<file path="config.mk">
export PLATFORM = sky130hd
export DESIGN_NAME = axis_rx_check_module
export DESIGN_NICKNAME = d
export VERILOG_FILES = /design/src/rtl/axis_rx_check_module.sv
export SDC_FILE = /design/constraint.sdc
export NUM_CORES = 1
export LEC_CHECK = 0
export CAP_MARGIN = 20
export CORE_MARGIN = 2
export CORE_UTILIZATION = 35
export DETAILED_ROUTE_END_ITERATION = 8
export PLACE_DENSITY_LB_ADDON = 0.12
export SLEW_MARGIN = 10
export SYNTH_ARGS = -nofsm -noshare
export SYNTH_HDL_FRONTEND = slang
export SYNTH_SLANG_ARGS = --single-unit
</file>
<file path="constraint.sdc">
create_clock -name i_clk -period 5.6 [get_ports i_clk]
set_clock_uncertainty 0.15 [all_clocks]
set_input_delay 0.56 -clock i_clk [delete_from_list [all_inputs] [get_ports i_clk]]
set_output_delay 0.56 -clock i_clk [all_outputs]
set_load 0.02 [all_outputs]
</file>
<file path="src/rtl/axis_rx_check_module.sv">
// axis_rx_check_module
//   Receive-side frame checker for the 100G CMAC RX user interface. Beats are
//   byte-reordered so wire byte 0 lands in [511:504], then compared against
//   the TX generator's test-frame format: header beat, marker beat, counter
//   beats. Emits a per-frame pass/fail pulse and keeps saturating counters.
//
//   Optional feature (macro RX_CHECK_STICKY_EN): adds i_err_clr, o_err_sticky
//   and o_err_beat, which capture the index of the first failing beat.
//
// Ports
//   i_clk, i_rst_n     MAC RX user clock, async active-low reset
//   i_stat_rx_status   CMAC RX aligned; beats are ignored while low
//   s_axis_rx_*        512-bit RX stream (no tready), tuser = MAC error on tlast
//   o_frame_done       one-cycle pulse per checked frame
//   o_frame_ok         frame result, valid with o_frame_done
//   o_good_cnt         passed frames, saturating
//   o_err_cnt          failed frames, saturating
//   o_checker_busy     a frame is in progress
module axis_rx_check_module #(
  parameter int unsigned P_FRAME_LEN = 10,
  parameter logic [47:0] P_DST_MAC   = 48'hff_ff_ff_ff_ff_ff,
  parameter logic [47:0] P_SRC_MAC   = 48'h01_02_03_04_05_06,
  parameter logic [15:0] P_TYPE      = 16'h0800,
  parameter int unsigned P_CNT_W     = 32
) (
  input  logic               i_clk,
  input  logic               i_rst_n,
  input  logic               i_stat_rx_status,
  input  logic               s_axis_rx_tvalid,
  input  logic [511:0]       s_axis_rx_tdata,
  input  logic               s_axis_rx_tlast,
  input  logic [63:0]        s_axis_rx_tkeep,
  input  logic               s_axis_rx_tuser,
`ifdef RX_CHECK_STICKY_EN
  input  logic               i_err_clr,
  output logic               o_err_sticky,
  output logic [15:0]        o_err_beat,
`endif
  output logic               o_frame_done,
  output logic               o_frame_ok,
  output logic [P_CNT_W-1:0] o_good_cnt,
  output logic [P_CNT_W-1:0] o_err_cnt,
  output logic               o_checker_busy
);

  localparam logic [15:0]  LAST_IDX = 16'(P_FRAME_LEN - 1);
  localparam logic [511:0] HDR_BEAT = {P_DST_MAC, P_SRC_MAC, P_TYPE, {50{8'hab}}};
  localparam logic [511:0] MRK_BEAT = {32{16'haabb}};

  typedef enum logic [1:0] {ST_IDLE, ST_BODY, ST_DROP} state_t;

  // ---------------- stage 1: register + reorder ----------------
  logic [511:0] rev_data;
  logic [63:0]  rev_keep;

  always_comb begin
    rev_data = '0;
    rev_keep = '0;
    for (int unsigned i = 0; i < 64; i++) begin
      rev_data[(63-i)*8 +: 8] = s_axis_rx_tdata[i*8 +: 8];
      rev_keep[63-i]          = s_axis_rx_tkeep[i];
    end
  end

  logic         s1_valid, s1_last, s1_user, s1_status;
  logic [511:0] s1_data;
  logic [63:0]  s1_keep;

  always_ff @(posedge i_clk or negedge i_rst_n) begin
    if (!i_rst_n) begin
      s1_valid  <= 1'b0;
      s1_last   <= 1'b0;
      s1_user   <= 1'b0;
      s1_status <= 1'b0;
      s1_data   <= '0;
      s1_keep   <= '0;
    end else begin
      s1_valid  <= s_axis_rx_tvalid;
      s1_last   <= s_axis_rx_tlast;
      s1_user   <= s_axis_rx_tuser;
      s1_status <= i_stat_rx_status;
      s1_data   <= rev_data;
      s1_keep   <= rev_keep;
    end
  end

  // ---------------- stage 2: compare + FSM ----------------
  state_t      state, state_n;
  logic [15:0] beat_idx, beat_idx_n;
  logic        err_flag, err_flag_n;
  logic        done_n, ok_n;
  logic [15:0] cnt_val;
  logic [511:0] exp_beat;
  logic        beat_bad;

  // beat_idx stays 0 in IDLE, so the same compare covers beat 0 there.
  always_comb begin
    cnt_val = beat_idx - 16'd1;
    if (beat_idx == 16'd0)      exp_beat = HDR_BEAT;
    else if (beat_idx == 16'd1) exp_beat = MRK_BEAT;
    else                        exp_beat = {32{cnt_val}};
  end

  assign beat_bad = (s1_data != exp_beat) || (s1_keep != '1) ||
                    (s1_last && s1_user) ||
                    (s1_last ? (beat_idx != LAST_IDX) : (beat_idx == LAST_IDX));

  always_comb begin
    state_n    = state;
    beat_idx_n = beat_idx;
    err_flag_n = err_flag;
    done_n     = 1'b0;
    ok_n       = 1'b0;
    if (!s1_status) begin
      state_n    = ST_IDLE;
      beat_idx_n = '0;
      err_flag_n = 1'b0;
    end else if (s1_valid) begin
      unique case (state)
        ST_IDLE: begin
          if (s1_last) begin
            done_n = 1'b1;
          end else begin
            state_n    = ST_BODY;
            beat_idx_n = 16'd1;
            err_flag_n = beat_bad;
          end
        end
        ST_BODY: begin
          if (s1_last) begin
            done_n     = 1'b1;
            ok_n       = ~(err_flag | beat_bad);
            state_n    = ST_IDLE;
            beat_idx_n = '0;
            err_flag_n = 1'b0;
          end else begin
            beat_idx_n = beat_idx + 16'd1;
            err_flag_n = err_flag | beat_bad;
            if (beat_idx == LAST_IDX) state_n = ST_DROP;
          end
        end
        ST_DROP: begin
          if (s1_last) begin
            done_n     = 1'b1;
            state_n    = ST_IDLE;
            beat_idx_n = '0;
            err_flag_n = 1'b0;
          end
        end
        default: begin
          state_n    = ST_IDLE;
          beat_idx_n = '0;
          err_flag_n = 1'b0;
        end
      endcase
    end
  end

  always_ff @(posedge i_clk or negedge i_rst_n) begin
    if (!i_rst_n) begin
      state        <= ST_IDLE;
      beat_idx     <= '0;
      err_flag     <= 1'b0;
      o_frame_done <= 1'b0;
      o_frame_ok   <= 1'b0;
      o_good_cnt   <= '0;
      o_err_cnt    <= '0;
    end else begin
      state        <= state_n;
      beat_idx     <= beat_idx_n;
      err_flag     <= err_flag_n;
      o_frame_done <= done_n;
      o_frame_ok   <= ok_n;
      if (done_n) begin
        if (ok_n) begin
          if (o_good_cnt != '1) o_good_cnt <= o_good_cnt + P_CNT_W'(1);
        end else begin
          if (o_err_cnt != '1) o_err_cnt <= o_err_cnt + P_CNT_W'(1);
        end
      end
    end
  end

  assign o_checker_busy = (state != ST_IDLE);

`ifdef RX_CHECK_STICKY_EN
  // Beats discarded in DROP are not candidates; the failure was already
  // attributed to the last-index beat that lacked tlast.
  logic err_hit;
  assign err_hit = s1_status && s1_valid && (state != ST_DROP) && beat_bad;

  always_ff @(posedge i_clk or negedge i_rst_n) begin
    if (!i_rst_n) begin
      o_err_sticky <= 1'b0;
      o_err_beat   <= '0;
    end else if (i_err_clr) begin
      o_err_sticky <= 1'b0;
      o_err_beat   <= '0;
    end else if (err_hit && !o_err_sticky) begin
      o_err_sticky <= 1'b1;
      o_err_beat   <= beat_idx;
    end
  end
`endif

endmodule
</file>
After elaboration in Yosys (flattened, before gate mapping)

Index checks and enable logic that the tools add are counted.

Add/sub/neg operators: 4
Equal/unequal tests: 13
Muxes and demuxes: 30
Bitwise logic cells: 3
Reduce and logical (&&, ||, !) cells: 12

Operators by type and width:

| operator              | count |
|---|---|
| $mux 512              | 2 |
| $ne 512x512->1        | 1 |
| $mux 16               | 5 |
| $add 32x1->32 const B | 2 |
| $ne 32x32->1 const B  | 2 |
| $ne 64x64->1 const B  | 1 |
| $pmux 16 s3           | 1 |
| $add 16x1->16 const B | 1 |
| $eq 16x1->1 const B   | 1 |
| $eq 16x4->1 const B   | 1 |
| $logic_not 16->1      | 1 |
| $ne 16x4->1 const B   | 1 |
| $sub 16x1->16 const B | 1 |
| $mux 1                | 14 |
| $mux 2                | 6 |
| $reduce_and 3->1      | 3 |
| $ne 3x3->1 const B    | 2 |
| $pmux 2 s3            | 1 |
| $ne 4x4->1 const B    | 1 |
| $reduce_and 4->1      | 1 |
| $logic_or 1x1->1      | 3 |
| $pmux 1 s3            | 1 |
| $reduce_or 3->1       | 1 |
| $eq 2x1->1 const B    | 1 |
| other kinds (7)       | 8 |

Bits in registers: 665
Input bits: 582
Output and inout port bits: 67

Depth between registers and ports, before layout

Depth after elaboration: 15
Depth in mapped cells: 17

Worst setup path before layout

Ideal clock, no wire load.

Path type: register to register
Start: register beat_idx[0]
End: register o_good_cnt[1]
Setup time: 127 ps
Arrival: 4549 ps
Required time: 5323 ps
Setup slack: 773 ps
Cell stages (with the launch flop): 16
Path buffers: 3
Clock period less this slack: 4827 ps
Cell sequence: dfrtp_1 > inv_1 > ha_1 > or3b_2 > clkbuf_1 > nor3_4 > mux2i_1 > buf_2 > mux2_2 > a2111oi_0 > nand4_1 > nor4_1 > nand4_1 > nor4b_4 > buf_4 > mux2_1

Cells in the longest elaborated chain, start to end: 14
Elaborated cells on any way between the ends: 19

Ends and longest elaborated chain:

| what                                                | line    | source |
|---|---|---|
| start, declared                                     | 89      | `logic [15:0] beat_idx, beat_idx_n;` |
| start signal, assigned                              | 170     | `beat_idx <= beat_idx_n;` |
| $sub 16x1->16 / $eq 16x1->1 (equally long branches) | 98, 100 |  |
| $mux 512                                            | 100     | `else if (beat_idx == 16'd1) exp_beat = MRK_BEAT;` |
| $mux 512                                            | 99      | `if (beat_idx == 16'd0) exp_beat = HDR_BEAT;` |
| $ne 512x512->1                                      | 104     | `assign beat_bad = (s1_data != exp_beat) \|\| (s1_keep != '1) \|\|` |
| $logic_or 1x1->1 (2 in a row)                       | 104     |  |
| $logic_or 1x1->1 (*)                                | 105     | `(s1_last && s1_user) \|\|` |
| $or 1x1->1 (*)                                      | 132     | `ok_n = ~(err_flag \| beat_bad);` |
| $not 1->1 (*)                                       | 132     |  |
| $mux 1 (*)                                          | 130     | `if (s1_last) begin` |
| $mux 1 (*)                                          | 119     | `unique case (state)` |
| $mux 1 (*)                                          | 118     | `end else if (s1_valid) begin` |
| $mux 1 (*)                                          | 114     | `if (!s1_status) begin` |
| $reduce_and 3->1 (no source line) (*)               | -       |  |
| end signal, assigned                                | 176     | `if (o_good_cnt != '1) o_good_cnt <= o_good_cnt + P_CNT_W'(1);` |
| end, declared                                       | 41      | `output logic [P_CNT_W-1:0] o_good_cnt,` |

Mark *: on every way between the ends. The rest lies on a longest branch, timed or not.
A chain may end at the register's enable or synchronous reset.

Worst setup path after layout

Start: register beat_idx[1]
End: register o_err_cnt[1]

Cells in the longest elaborated chain, start to end: 15
Elaborated cells on any way between the ends: 20

Ends and longest elaborated chain:

| what                                                | line    | source |
|---|---|---|
| $sub 16x1->16 / $eq 16x1->1 (equally long branches) | 98, 100 |  |
| $mux 512                                            | 100     |  |
| $mux 512                                            | 99      |  |
| $ne 512x512->1                                      | 104     |  |
| $logic_or 1x1->1 (2 in a row)                       | 104     |  |
| $logic_or 1x1->1 (*)                                | 105     |  |
| $or 1x1->1 (*)                                      | 132     |  |
| $not 1->1 (*)                                       | 132     |  |
| $mux 1 (*)                                          | 130     |  |
| $mux 1 (*)                                          | 119     |  |
| $mux 1 (*)                                          | 118     |  |
| $mux 1 (*)                                          | 114     |  |
| $not 1->1 (no source line) (*)                      | -       |  |
| $reduce_and 3->1 (no source line) (*)               | -       |  |
| end signal, assigned                                | 178     | `if (o_err_cnt != '1) o_err_cnt <= o_err_cnt + P_CNT_W'(1);` |
| end, declared                                       | 42      | `output logic [P_CNT_W-1:0] o_err_cnt,` |

Marks and branches as above.

==> results.txt <==
----------------------------------------------------
[Pwr]
  Total internal power ... 8.60 mW
  Power dissipated by switching net loads ... 3.25 mW
  Sequential share of power ... 44.5%
  Leakage component of the power ... 16.3 nW
  Fraction of power consumed by the clock network ... 40.5%
  Switching Share ... 27.4%
  Power per cell area ... 304 mW/mm^2
  Total power ... 11.8 mW
  Combinational Power Share ... 15.0%
  Maximum vdd ir drop ... 217 uV

[Timing]
  Final hold vios ... 0
  Unrepaired setup endpoints after global routing ... false
  Number of endpoints failing setup at the final stage ... 0
  Final critical path time including I/O delays and setup ... 5440 ps
  Slew at the pin closest to its max-slew limit ... 1120 ps
  Slew HR ... 24.8%
  Final period utilization ... 97.2%
  Max Clock Freq ... 0.184 GHz
  Number of slew-limit violations in the final report ... 0
  Setup tns final ... 0 ps

[Logic synthesis]
  Flip-flop cell with the highest count after synthesis ... sky130_fd_sc_hd__dfrtp_1
  Area share of the largest cell type after synthesis ... 62.0%
  Mean post-synth cell area ... 11.6 um^2
  Cell variety after synth ... 97
  FF+latch count, synth ... 665
  Post-synthesis instance area ... 0.0268 mm^2
  Number of enable-type register cells in the synthesized netlist ... 0
  FFs w/ async S/R, synth ... 100%
  Number of nets in the synthesized netlist ... 2,895
  Cell taking the most area after synthesis ... sky130_fd_sc_hd__dfrtp_1
  Sequential element share of the synthesized area ... 62.0%
  Total of warnings raised by yosys ... 0
  Synthesized instance count ... 2,307
  Top cells by area in the synthesized netlist ... sky130_fd_sc_hd__dfrtp_1 (62%), sky130_fd_sc_hd__nand4_1 (3.2%), sky130_fd_sc_hd__nor2_1 (2.3%), sky130_fd_sc_hd__nor3_1 (2.3%), sky130_fd_sc_hd__mux2i_1 (2.2%)

[Route]
  Post-route ant nets ... 0
  Violation count after the first detailed-routing iteration ... 2,441
  Total Wirelength ... 132 mm
  Routed wire length per instance ... 30.6 um
  Detailed-route DRC error count ... 0
  Count of TritonRoute iterations in the first routing pass ... 5
  Via Count ... 24.3k
  Detail-routed via count per cell ... 5.62

[Global route]
  Total congestion overflow ... 0
  Initial antenna violation count ... 7
  Number of global-route vias before repair ... 24.9k
  Total track usage ... 33.3%
  Wire length of the first global-routing pass ... 183 mm
  Largest net degree at the start of global routing ... 162

[Critical path]
  Data arrival time at the worst-slack endpoint ... 5810 ps
  Critical Setup Path Class ... reg -> reg
  Setup slack on the worst flop-to-flop path ... 160 ps
  Endpoint kind of the worst setup timing path ... register
  Setup crit start kind ... register
  Critical R2R Capture ... o_err_cnt[1]
  Worst R2R Start ... beat_idx[1]
  Number of cells on the worst reg-to-reg path ... 18
  Critical Path Fanout Max ... 19
  Required time worst endpoint ... 5960 ps

[Clock tree]
  Number of setup buffers added after CTS ... 0
  Count of H-tree levels built during CTS ... 3
  Clock insertion delay at the later pin of the skew report ... 650 ps
  Clk sink count ... 665
  Clk slew on worst S/H paths ... 60 ps
  Root Driver ... sky130_fd_sc_hd__clkbuf_16
  Clock tree from TritonCTS ... yes
  Maximum clock path buffer count ... 3
  Number of buffers inserted during clock tree synthesis ... 71

[Floorplan]
  Die span in y ... 281 um
  Placement Rows ... 101
  Die extent in x ... 281 um
  Number of I/O pins ... 649
  Starting utilization of the core area ... 35.3%
  Die ar. ... 0.0789 mm^2
  Core Region ... 0.0759 mm^2

[Worst hold path]
  Destination of the worst hold path ... s1_data[296]
  Instance count along the most critical hold path ... 1
  Hold Path Origin ... s_axis_rx_tdata[208]
  Worst min-delay path category ... in -> reg

[Placement]
  Sum of net half-perimeters after detailed placement ... 109 mm
  Final weighted congestion of routability-driven global placement ... 1.01
  Total of buffers placed on input and output ports ... 648

[Status]
  Run status ... finished clean

[Final layout]
  Most common library cell in the layout ignoring fill and taps ... sky130_fd_sc_hd__dfrtp_1
  Final layout net count ... 3,817
  Leading cell types in the layout, fill and taps excluded ... sky130_fd_sc_hd__dfrtp_1 (665), sky130_fd_sc_hd__clkdlybuf4s50_1 (647), sky130_fd_sc_hd__buf_4 (264)
  Share of final-layout standard cells stronger than drive strength 1 ... 13.7%
  Area Overhead vs Synth ... 45.2%

[Job]
  Number of max-cap violations ... 0

----------------------------------------------------
-- what timing repair did --
action	in CTS	in global routing
resized for setup	0	5
setup endpoints to repair	0	63
hold buffers	1	0
hold endpoints to repair	80	0
-- synthesized netlist by cell type (20+ instances only) --
cell type                   count
sky130_fd_sc_hd__mux2i_1       58
sky130_fd_sc_hd__nor3_1       123
sky130_fd_sc_hd__a21oi_1       77
sky130_fd_sc_hd__clkbuf_1      42
sky130_fd_sc_hd__nand4_1      139
sky130_fd_sc_hd__o21ai_0       76
sky130_fd_sc_hd__xnor2_1       48
sky130_fd_sc_hd__a211oi_1      21
sky130_fd_sc_hd__or4_1         34
sky130_fd_sc_hd__dfrtp_1      665
sky130_fd_sc_hd__nor2_1       167
sky130_fd_sc_hd__a2111oi_0     20
sky130_fd_sc_hd__and3_1        47
sky130_fd_sc_hd__nand2_1      139
sky130_fd_sc_hd__buf_2         22
sky130_fd_sc_hd__xor2_1        44
sky130_fd_sc_hd__and2_1        20
sky130_fd_sc_hd__or3_1         21
sky130_fd_sc_hd__nand3_1      103
sky130_fd_sc_hd__inv_1         30
sky130_fd_sc_hd__nor4_1        69
-- metrics by stage --
step / hold WS (ps) / setup WS [ps] / std cells / cell area [um^2] / util (%)
6_report: 192 / 155 / 4320 / 39000 / 51.3
2_1_floorplan: 114 / 773 / 2307 / 26800 / -
3_5_place_dp: 329 / 33.1 / 4184 / 36500 / 48.0
4_1_cts: 159 / 12.5 / 4314 / 38900 / 51.2
5_1_grt: 169 / 3.51 / 4319 / 39000 / 51.3
3_3_place_gp: 326 / 94.6 / 4183 / 36500 / 48.0
-- flip-flops by register name, summed over array words and instances (netlist names) --
register and cells:
s1_data 512, s1_keep 64, o_err_cnt 32, o_good_cnt 32
beat_idx 16, state 2, err_flag 1, o_frame_done 1
o_frame_ok 1, s1_last 1, s1_status 1, s1_user 1
s1_valid 1
-- worst max-delay path by stage --
stage / from / endpoint / slack [ps]
4_1_cts: beat_idx[2] / o_err_cnt[3] / 10
6_report: beat_idx[1] / o_err_cnt[1] / 160
5_1_grt: beat_idx[2] / o_good_cnt[1] / 4
2_1_floorplan: beat_idx[0] / o_good_cnt[1] / 770
3_5_place_dp: beat_idx[2] / o_err_cnt[10] / 30
3_3_place_gp: beat_idx[9] / o_err_cnt[14] / 90
-- cell type report --
| class | count | area [um^2] |
|---|---|---|
| clock buffers | 99 | 2000 |
| clock inverters | 30 | 424 |
| multi-input cells | 1534 | 9740 |
| fillers | 6746 | 37000 |
| repair buffers | 927 | 8740 |
| inverters | 30 | 113 |
| well taps | 1030 | 1290 |
| flip-flops and latches | 665 | 16600 |
| diodes | 5 | 12.5 |
-- power by group through the flow --
stage	logic [mW]	clock network (mW)	registers, mW
global route	1.85	5.11	5.29
floorplan	0.526	0	5.26
finish	1.77	4.80	5.28
detailed placement	1.74	0	5.35
CTS	1.75	4.90	5.27
global placement	1.74	0	5.35
-- routing by layer --
layer	up-vias	share of wire [%]	track usage [%]
met5	-	0.012	0
met4	2	4.7	14.3
met3	283	7.4	6.93
met2	1201	48	55.4
met1	12300	39	41.9
li1	10500	-	-
-- logic make-up after synthesis --
logic type | synth area share, %
mux | 2.51
buf+inv | 1.80
simple gates | 19.9
compound gates | 10.5
flops | 62.0
xor+xnor | 3.00
fa+ha+maj | 0.280
-- critical path, stage by stage, from the launching register on --
cell and delay [ps]:
sky130_fd_sc_hd__dfrtp_1 420, sky130_fd_sc_hd__inv_1 160, sky130_fd_sc_hd__ha_1 340, sky130_fd_sc_hd__or4b_2 770, sky130_fd_sc_hd__nor4_4 240, sky130_fd_sc_hd__buf_12 230, sky130_fd_sc_hd__o21ai_1 100, sky130_fd_sc_hd__buf_4 190
sky130_fd_sc_hd__buf_4 160, sky130_fd_sc_hd__mux2i_1 570, sky130_fd_sc_hd__nand4_1 240, sky130_fd_sc_hd__nor4_1 250, sky130_fd_sc_hd__nand4_1 170, sky130_fd_sc_hd__buf_4 200, sky130_fd_sc_hd__or3_1 350, sky130_fd_sc_hd__nor4_4 200
sky130_fd_sc_hd__buf_12 180, sky130_fd_sc_hd__nor2_2 60, sky130_fd_sc_hd__mux2_4 320
Note: power is estimated with default switching activity, not from simulation.
==> variant 1 (config.mk and constraints unchanged) <==
Set the parameter `P_CNT_W` to 48 (it was 32).
--- a/src/rtl/axis_rx_check_module.sv
+++ b/src/rtl/axis_rx_check_module.sv
@@ -23,3 +23,3 @@
   parameter logic [15:0] P_TYPE      = 16'h0800,
-  parameter int unsigned P_CNT_W     = 32
+  parameter int unsigned P_CNT_W     = 48
 ) (
Ports: changed (resized o_err_cnt and o_good_cnt); port bits go from 649 to 681. The function was not compared with the original's and may differ.
==> variant 1 against the original RTL <==
Wire length rose by 8.3%. Sequential cell count increased by 32. Power up 7.3%. Synthesized area is 7.7% higher. Global-route usage up 0.25 points. Design area increased by 7.0%. Critical path depth up 1. Worst setup slack got worse by 0.072 ns. Clock power grew 12%. Largest cell class unchanged.
==> variant 1: results (changes against the original RTL) <==
Timing
  • Fin Hold WS: 0.185 ns (-0.00766 ns)
  • Final critical-path required period: 5.52 ns (+0.0723 ns)

Synth
  • Register area share after synthesis: 60.4% (-1.6 points)
  • Top post-synthesis cells by count: dfrtp_1 (697), nand2_1 (205), nor2_1 (155)
  • Mapped Cells: 2557 (+11%)
  • XOR/XNOR share of the synthesized area: 3.70% (+0.70 points)
  • Syn_nets: 3145 (+8.6%)
  • Compound-cell area share of the yosys netlist: 9.95% (-0.51 points)

Global route
  • Initial antenna violation count: 10 (+3)
  • Global-route wire length before repair: 202000 um (+10%)
  • Met1 usage: 43.5% (+1.6 points)
  • GR Util met3: 6.58% (-0.35 points)
  • Number of global-route vias before repair: 27100 (+8.7%)
  • Global Route Usage Sum: 33.5% (+0.25 points)

Final layout
  • Fillers: 7258 (+7.6%)
  • Non-filler instance count after layout: 4615 (+6.8%)

Worst hold path
  • Hold_sp: s_axis_rx_tkeep[61]
  • Worst Hold Endpoint: s1_keep[2]$_DFF_PN0_

Place
  • Dpl hpwl: 118000 um (+8.1%)

Power and ir drop
  • LEAKAGE: 17.2 nW (+5.5%)
  • Cell area power density: 305 nW/um^2 (+0.29%)
  • Maximum VDD drop: 265 uV (+22%)

Worst setup path
  • Data arrival, critical path: 5.93 ns (+0.12 ns)
  • Slowest stage cell, crit path: nor4_1
  • R2R Setup Slk: 0.08 ns (-0.07 ns)
  • CP startpoint: beat_idx[6]$_DFFE_PN0P_
  • CP max FO: 42 (+23)

Status
  • Status: complete, no violations

Detailed routing
  • Routed vias/inst: 5.74 (+2.2%)
  • First-pass DRT Iterations: 6 (+1)
[variant 1: changes by cell type after synthesis, moves of 10 or more]
| cell | delta |
|---|---|
| nand2_1 | +66 |
| dfrtp_1 | +32 |
| clkbuf_1 | +28 |
| nor4_1 | +28 |
| xnor2_1 | +26 |
| nand3_1 | +23 |
| nor3_1 | -14 |
| inv_1 | +12 |
| nor2_1 | -12 |
| a21oi_1 | -11 |
| nor4_2 | +10 |
| o211ai_1 | +10 |
[variant 1: where the power goes]
group	leakage [nW]	internal (W)	switching (W)	total [W]
clock network	1.37	0.00322	0.00217	0.00539
logic	7.49	0.000801	0.00102	0.00182
registers	8.38	0.00527	0.000239	0.00551
[variant 1: final cells by class]
type | count | share of cell area [%]
multi-input cells | 1721 | 26.6
inverters | 42 | 0.378
flip-flops and latches | 697 | 41.8
well taps | 1070 | 3.21
diodes | 6 | 0.0360
clock buffers | 103 | 5.36
repair buffers | 938 | 21.3
clock inverters | 38 | 1.28
==> variant 2 (same flow settings) <==
Made on the original files. Add an input register stage for `i_stat_rx_status`, `s_axis_rx_tvalid`, `s_axis_rx_tdata`, `s_axis_rx_tlast`, `s_axis_rx_tkeep` and `s_axis_rx_tuser`; this delays them by one clock.
--- a/src/rtl/axis_rx_check_module.sv
+++ b/src/rtl/axis_rx_check_module.sv
@@ -51,2 +51,18 @@
 
+  logic i_stat_rx_status_q;
+  logic s_axis_rx_tvalid_q;
+  logic [511:0] s_axis_rx_tdata_q;
+  logic s_axis_rx_tlast_q;
+  logic [63:0] s_axis_rx_tkeep_q;
+  logic s_axis_rx_tuser_q;
+
+  always_ff @(posedge i_clk) begin
+    i_stat_rx_status_q <= i_stat_rx_status;
+    s_axis_rx_tvalid_q <= s_axis_rx_tvalid;
+    s_axis_rx_tdata_q  <= s_axis_rx_tdata;
+    s_axis_rx_tlast_q  <= s_axis_rx_tlast;
+    s_axis_rx_tkeep_q  <= s_axis_rx_tkeep;
+    s_axis_rx_tuser_q  <= s_axis_rx_tuser;
+  end
+
   // ---------------- stage 1: register + reorder ----------------
@@ -59,4 +75,4 @@
     for (int unsigned i = 0; i < 64; i++) begin
-      rev_data[(63-i)*8 +: 8] = s_axis_rx_tdata[i*8 +: 8];
-      rev_keep[63-i]          = s_axis_rx_tkeep[i];
+      rev_data[(63-i)*8 +: 8] = s_axis_rx_tdata_q[i*8 +: 8];
+      rev_keep[63-i]          = s_axis_rx_tkeep_q[i];
     end
@@ -77,6 +93,6 @@
     end else begin
-      s1_valid  <= s_axis_rx_tvalid;
-      s1_last   <= s_axis_rx_tlast;
-      s1_user   <= s_axis_rx_tuser;
-      s1_status <= i_stat_rx_status;
+      s1_valid  <= s_axis_rx_tvalid_q;
+      s1_last   <= s_axis_rx_tlast_q;
+      s1_user   <= s_axis_rx_tuser_q;
+      s1_status <= i_stat_rx_status_q;
       s1_data   <= rev_data;
Function: changed (a bounded check fails within 4 cycles, from zero or initial values and one cycle with i_rst_n low).
==> variant 2 against the original RTL <==
The flow now finishes with violations (negative setup slack). Synthesized area grew 43%. Design area grew 37%. Power grew 70%. Sequential share of layout area grew 10 points. Sequential cell count grew 580. Die area grew 43%. Via count grew 16%. Worst setup slack lost 0.18 ns. Wire length grew 22%. Critical path type unchanged. Critical endpoint is now o_err_cnt[15]$_DFFE_PN0P_.
==> variant 2: results (changes against the original RTL) <==
Detailed routing
  • Met1 Wirelength: 67500 um (+30%)
  • First-pass DRT Iterations: 6 (+1)
  • Met2 Wirelength: 78600 um (+22%)
  • Met3 routed WL: 9480 um (-3.7%)
  • Vias: 28100 (+16%)

Synth
  • Top post-synthesis cells by count: dfrtp_1 (665), dfxtp_1 (580), nand2_1 (186)
  • Asr flop ratio synth: 53.4% (-47 points)
  • Syn Area/Cell: 13.2 sq um (+13%)
  • Syn_nets: 3504 (+21%)
  • Area contributors post-synth: dfrtp_1 (43%), dfxtp_1 (30%), nand4_1 (2.0%)
  • Register area share after synthesis: 73.4% (+11 points)

Global route
  • Met2 Use GR: 48.0% (-7.4 points)
  • Global Route Usage Sum: 28.4% (-4.8 points)
  • Number of global-route vias before repair: 28700 (+15%)
  • Largest net degree at the start of global routing: 151 (-6.8%)
  • Initial antenna violation count: 10 (+3)

Worst setup path
  • Worst reg-to-reg path cell count: 20 (+2)
  • Slowest stage cell, crit path: or3b_2
  • Reg2reg end: o_err_cnt[15]$_DFFE_PN0P_
  • Data arrival, critical path: 6.13 ns (+0.32 ns)
  • CP max FO: 7 (-12)
  • CP peak stage delay: 0.60 ns (-0.17 ns)

Timing
  • Final Setup Violations: 5 (+5)
  • Worst setup margin: -0.0256 ns (-0.181 ns)
  • Fin Hold WS: 0.107 ns (-0.0852 ns)
  • Total negative setup slack: -0.0891 ns (-0.0891 ns)
  • Slew headroom: 12.6% (-12 points)

Status
  • Failing checks: negative setup slack
  • Status: finished, violations left

Power and ir drop
  • Maximum VDD drop: 257 uV (+18%)
  • Sw Pwr: 0.00486 W (+50%)
  • LEAKAGE: 22.3 nW (+37%)

Final layout
  • Final #Nets: 4522 (+18%)
  • Top Registers: s1_data (512), s_axis_rx_tdata_q (512)
  • Fraction of layout instances using a drive strength above 1: 15.5% (+1.8 points)

Place
  • RD Place Congestion: 1.03 (+2.0%)

Worst hold path
  • Hold_sp: s_axis_rx_tdata[153]

Clocking
  • TritonCTS Buffers: 120 (+69%)
==> variant 2: changes by cell type after synthesis, sizes merged, moves of 16 or more <==
cell    change
dfxtp     +580
nand2      +47
nor4       +39
nor3       -30
o21ai      +23
mux2i      -20
o211ai     +16
==> variant 2: power by group through the flow <==
| stage | Combinational, W | Sequential, W | Clock, W |
|---|---|---|---|
| 2_1_floorplan | 0.000535 | 0.00973 | 0 |
| 3_3_place_gp | 0.00187 | 0.00987 | 0 |
| 3_5_place_dp | 0.00185 | 0.00987 | 0 |
| 4_1_cts | 0.00187 | 0.00970 | 0.00877 |
| 5_1_grt | 0.00198 | 0.00973 | 0.00916 |
| 6_report | 0.00191 | 0.00970 | 0.00858 |
==> variant 2: what timing repair did <==
action	in CTS	in global routing
cloned	0	0
hold buffers	1	0
hold endpoints to repair	81	0
resized for setup	16	15
pin swaps	0	4
setup endpoints to repair	64	62
buffers inserted	0	5
==> variant 2: logic make-up (layout without fill, tap and decap cells) <==
logic type	after synthesis	in the layout	synth area share [%]
DFF	1245	1245	73.4
and+or+nand+nor	995	995	14.3
AOI/OAI and AO/OA	422	422	7.48
buffers and inverters	112	1238	1.22
xor gates and xnor gates	91	91	2.14
muxes	45	45	1.19
adders and majority gates	6	6	0.195
other	0	6	0
==> variant 2: area by class of cell <==
type	count	area (sq um)
Fill cell	9840	55400
Sequential cell	1245	28300
Multi-Input combinational cell	1559	9920
Timing Repair Buffer	974	9110
Clock buffer	164	3430
Tap cell	1414	1770
Clock inverter	66	935
Inverter	34	128
Antenna cell	6	15.0
==> variant 2: metrics by stage <==
stage          instance area [sq um]  setup slack [ns]
2_1_floorplan                  38500             0.821
3_3_place_gp                   49000             -1.23
3_5_place_dp                   49000            -0.501
4_1_cts                        53400            0.0200
5_1_grt                        53600         -0.000258
6_report                       53600           -0.0256
